[src/rtl/fifo_rd_stream.sv]
// fifo_rd_stream: drains an async FIFO read port into a valid/ready stream.
// Hides the FIFO read latency (0 or 1 cycle) behind a 2-entry skid buffer so
// the stream runs at one word per cycle and still honours backpressure.
// Also counts accepted words and supports a drain-and-discard flush.
module fifo_rd_stream #(
   parameter int    DSIZE       = 8,
   parameter string FALLTHROUGH = "TRUE",
   parameter int    CNT_W       = 16
) (
   input  logic             rclk,
   input  logic             rrst,
   output logic             rinc,
   input  logic [DSIZE-1:0] rdata,
   input  logic             rempty,
   output logic             m_valid,
   input  logic             m_ready,
   output logic [DSIZE-1:0] m_data,
   input  logic             flush,
   output logic             flush_done,
   output logic [CNT_W-1:0] rd_count
);

   // Fallthrough FIFOs present rdata combinationally; registered ones one cycle after rinc.
   localparam bit FT = (FALLTHROUGH == "TRUE");

   typedef enum logic {RUN, FLUSH} state_t;

   state_t                    state_q, state_d;
   logic [1:0]                occ_q;        // skid buffer occupancy, 0..2
   logic [1:0][DSIZE-1:0]     buf_q;        // [0] is the head
   logic                      inflight_q;   // a registered-mode read is on its way
   logic                      flush_blk_q;  // flush finished but request still held
   logic                      inflight;
   logic                      pop;
   logic                      push;
   logic                      space;
   logic [2:0]                fill;

   assign inflight = FT ? 1'b0 : inflight_q;
   assign m_valid  = (occ_q != 2'd0);
   assign m_data   = buf_q[0];
   assign pop      = m_valid && m_ready;

   // Words already committed to the buffer, minus the one leaving this cycle.
   assign fill  = {1'b0, occ_q} + {2'b00, inflight} - {2'b00, pop};
   assign space = (fill < 3'd2);

   // Data lands in the buffer on the rinc edge (fallthrough) or one edge later.
   assign push = (state_q == RUN) && (FT ? rinc : inflight_q);

   // Next state, FIFO read strobe and flush completion pulse.
   always_comb begin
      state_d    = state_q;
      rinc       = 1'b0;
      flush_done = 1'b0;
      case (state_q)
         RUN: begin
            rinc = !rempty && space;
            if (flush && !flush_blk_q) state_d = FLUSH;
         end
         FLUSH: begin
            rinc = !rempty;
            if (rempty && !inflight) begin
               flush_done = 1'b1;
               state_d    = RUN;
            end
         end
         default: state_d = RUN;
      endcase
      if (rrst) begin
         rinc       = 1'b0;
         flush_done = 1'b0;
      end
   end

   // State, read tracking, skid buffer and handshake counter.
   always_ff @(posedge rclk) begin
      if (rrst) begin
         state_q     <= RUN;
         occ_q       <= 2'd0;
         buf_q       <= '0;
         inflight_q  <= 1'b0;
         flush_blk_q <= 1'b0;
         rd_count    <= '0;
      end else begin
         state_q     <= state_d;
         inflight_q  <= FT ? 1'b0 : rinc;
         // Re-arm only once the flush request has been released.
         flush_blk_q <= flush && (flush_blk_q || flush_done);
         if (pop) rd_count <= rd_count + CNT_W'(1);

         if (state_q == RUN && state_d == FLUSH) begin
            occ_q <= 2'd0;
         end else begin
            case ({push, pop})
               2'b10: begin
                  if (occ_q == 2'd0) buf_q[0] <= rdata;
                  else               buf_q[1] <= rdata;
                  occ_q <= occ_q + 2'd1;
               end
               2'b01: begin
                  buf_q[0] <= buf_q[1];
                  occ_q    <= occ_q - 2'd1;
               end
               2'b11: begin
                  // Occupancy unchanged; new word goes behind whatever remains.
                  if (occ_q == 2'd1) begin
                     buf_q[0] <= rdata;
                  end else begin
                     buf_q[0] <= buf_q[1];
                     buf_q[1] <= rdata;
                  end
               end
               default: ;
            endcase
         end
      end
   end

endmodule

[config.mk]
export PLATFORM = sky130hd
export DESIGN_NAME = fifo_rd_stream
export DESIGN_NICKNAME = d
export VERILOG_FILES = /design/src/rtl/fifo_rd_stream.sv
export SDC_FILE = /design/constraint.sdc
export NUM_CORES = 1
export LEC_CHECK = 0
export ABC_CLOCK_PERIOD_IN_PS = 3850
export BUFFER_PORTS_ARGS = -buffer_cell sky130_fd_sc_hd__buf_2
export CAP_MARGIN = 20
export CORE_ASPECT_RATIO = 0.7
export CORE_MARGIN = 2
export CORE_UTILIZATION = 50
export CTS_CLUSTER_SIZE = 10
export DETAILED_ROUTE_END_ITERATION = 8
export PLACE_DENSITY = 0.75
export RECOVER_POWER = 100
export SYNTH_ARGS = -nofsm -noshare
export SYNTH_HDL_FRONTEND = slang
export SYNTH_SLANG_ARGS = --single-unit
export TNS_END_PERCENT = 30
[constraint.sdc]
create_clock -name rclk -period 3.85 [get_ports rclk]
set_input_delay 0.385 -clock rclk [delete_from_list [all_inputs] [get_ports rclk]]
set_output_delay 0.385 -clock rclk [all_outputs]
set_load 0.1 [all_outputs]
==> reports/metrics.cfg <==
[global_route]
grt_pass1_wl_um=5960
antenna_found_initial=0
grt_max_degree=43
gr-total-overflow=0
grt_pass1_vias=1304
grtUsageTotal=0.202

[timing]
setup_violations=0
fin_tns_setup_ns=0
maxSlewViolCount=43
holdWs_ns=0.354
post-route-period-util=0.796
min_period_ns=3.06
skew_ns=0.00278
max_freq_mhz=326
rsz0062_at_grt=false
finalHoldViolCount=0
worstMarginPinSlew_ns=1.70
slew-limit-headroom=-0.136

[drt]
dr.pass1.iters=4
routed_wl_um=3380
wl_met3_um=180
vias_per_cell=5.20
drc=0
drt_iter0_drc=81
routed-via-count=1424
highest_layer=met4
met2_length_um=1490
wire_per_inst_um=12.3
met1_length_um=1660
antenna_left=0

[placement]
place_congestion=0.802
io_buffers=39
dpl_cell_area_mm2=0.00188
dp_hpwl_um=2430

[synth]
synth.top_cell.area_share=0.420
synth_warnings=0
syn_area_per_cell_um2=8.84
netlist_area_mm2=0.00171
synth.most_common_cell=dfxtp_1
yosys-top-cells-count=dfxtp_1, nor2_1, nor3_1
synthTopCellsByArea=dfxtp_1, nor2_1, xnor2_1
yosys_register_bits=36
synth-edff-count=0
yosysTopAreaCell=dfxtp_1
synth_fp_nets=214
async_flop_share=0
synth-main-ff-cell=dfxtp_1
syn-instance-count=194
seq_area_frac_synth=0.420
synth_cell_types=35

[power_and_ir_drop]
power_per_cell_area_mw_per_mm2=476
leakage_uw=0.000751
ir_drop_mv=0.273

[setup_path]
path_common_cell=inv_1
startpoint_type=flip-flop
crit_cells=8
path_buf_inv=3
path_delay_family=buffers and inverters
worstPathArrival_ns=2.68
critPathSlowestCell=clkbuf_1
worstReg2RegStart=occ_q[0]
timing.reg2reg.setup_slack_ns=0.86
worstSetupPathType=reg -> out
endpoint_kind=output port
crit_fanout=7
r2r_end=m_data[1]
critPathRequiredTime_ns=3.46
crit_path_cell_trace=inv_1, ha_1, nor2b_1, inv_1, nor2_1, xnor2_1, a211oi_1, clkbuf_1
worst_r2r_path_depth=11
max_stage_delay_ns=0.90

[clocking]
clkTransAtPathRegs_ns=0.07
clockBufferDepth=2
post_cts_buffers=0
clockRootBuffer=clkbuf_8
cts_resized=0
cts_sinks=36
cts_buffers=5
htree_levels=2
cts_tree=done
insertion_delay_ns=0.28
cts_hold_buf=0

[worst_hold_path]
worstHoldEndpoint=buf_q[13]
hold_path_depth=3
hold_class=in -> reg
hp-start=rdata[5]

[die]
dieWidth_um=74.0
ios=40
die_h_um=53.0
start_util=0.534
design.die.area_mm2=0.00392
rows=17
coreArea_mm2=0.00321

[cells_and_area]
postLayoutCellArea_mm2=0.00194
syn_to_final_growth_pct=13.0
layout.nets=246
drive_gt1_frac=0.101
n_antenna_cell=0

[run_status]
violations=capacitance limit, slew limit
status=finished with violations

[flow_run]
maxCapViolations=1

==> registers in the layout, summed over array words and instances (netlist names) <==
register     count
occ_q            2
buf_q            8
flush_blk_q      1
state_q          1
rd_count        16
m_data           8
==> worst max path at each step <==
stage / start / to
5_1_grt: rrst / m_data[4]
6_report: occ_q[0] / rinc
4_1_cts: occ_q[0] / m_data[6]
3_5_place_dp: occ_q[0] / m_data[6]
2_1_floorplan: occ_q[0] / rinc
3_3_place_gp: occ_q[0] / buf_q[9]
==> layer usage <==
layer,global-route usage,vias to the layer above
met5,0,-
met4,0.0727,0
met3,0.0552,7
li1,-,731
met2,0.310,31
met1,0.274,655
==> worst reg2reg max path: stages (launching register included) <==
cell	delay, ns
dfxtp_1	0.39
inv_1	0.06
ha_1	0.26
nor2b_1	0.16
inv_1	0.10
nor2_1	0.13
xnor2_1	0.12
or4_1	0.45
ha_1	0.22
or3_1	0.51
a221oi_1	0.32
nor3_1	0.09
==> report_power, final <==
group | switching (uW) | internal, uW | total [uW]
combinational | 187 | 54.4 | 241
sequential | 12.8 | 393 | 406
clock | 131 | 143 | 273
==> metrics by stage <==
| stage | instances | power (uW) | utilization | worst slack [ns] |
|---|---|---|---|---|
| floorplan | 194 | 634 | - | 0.0210 |
| global placement | 266 | 657 | 0.587 | 0.995 |
| CTS | 274 | 936 | 0.616 | 0.838 |
| finish | 274 | 921 | 0.603 | 0.785 |
| detailed placement | 266 | 659 | 0.587 | 0.892 |
| global route | 274 | 964 | 0.603 | 0.447 |
==> logic make-up after synthesis <==
kind of cell	count (synthesis)	synth area share
and+or+nand+nor	85	0.245
muxes	9	0.0533
xor gates and xnor gates	15	0.0766
DFF	36	0.420
buffers and inverters	24	0.0730
AOI/OAI and AO/OA	18	0.0803
adders and majority gates	7	0.0511
==> layout make-up <==
type | instances | area, um^2
clock buffers | 6 | 82.6
clock inverters | 2 | 10.0
fillers | 321 | 1270
inverters | 9 | 33.8
multi-input cells | 134 | 863
flip-flops and latches | 36 | 721
well taps | 47 | 58.8
repair buffers | 40 | 168
==> cell usage in the layout, fill, tap and decap left out, drive strengths merged <==
master / netlist / routed
nand4b: 2 / 2
nor2b: 4 / 4
a41o: 1 / 1
clkinv: 0 / 2
nor3b: 2 / 2
and4b: 1 / 1
ha: 7 / 7
a311oi: 1 / 1
dfxtp: 36 / 36
mux2: 1 / 1
or2: 1 / 1
clkbuf: 5 / 34
inv: 9 / 9
nor4: 5 / 5
xor2: 3 / 3
o21a: 1 / 1
xnor2: 12 / 12
buf: 10 / 12
a2111oi: 1 / 1
or3: 2 / 2
o21ai: 1 / 1
nand4: 3 / 3
a211oi: 1 / 1
nor2: 35 / 35
nand3: 3 / 3
mux2i: 8 / 8
nand2: 10 / 10
a21oi: 4 / 4
a221oi: 8 / 8
nor3: 15 / 15
or4: 1 / 1
nand3b: 1 / 1
Power figures use the tool's default switching activity.
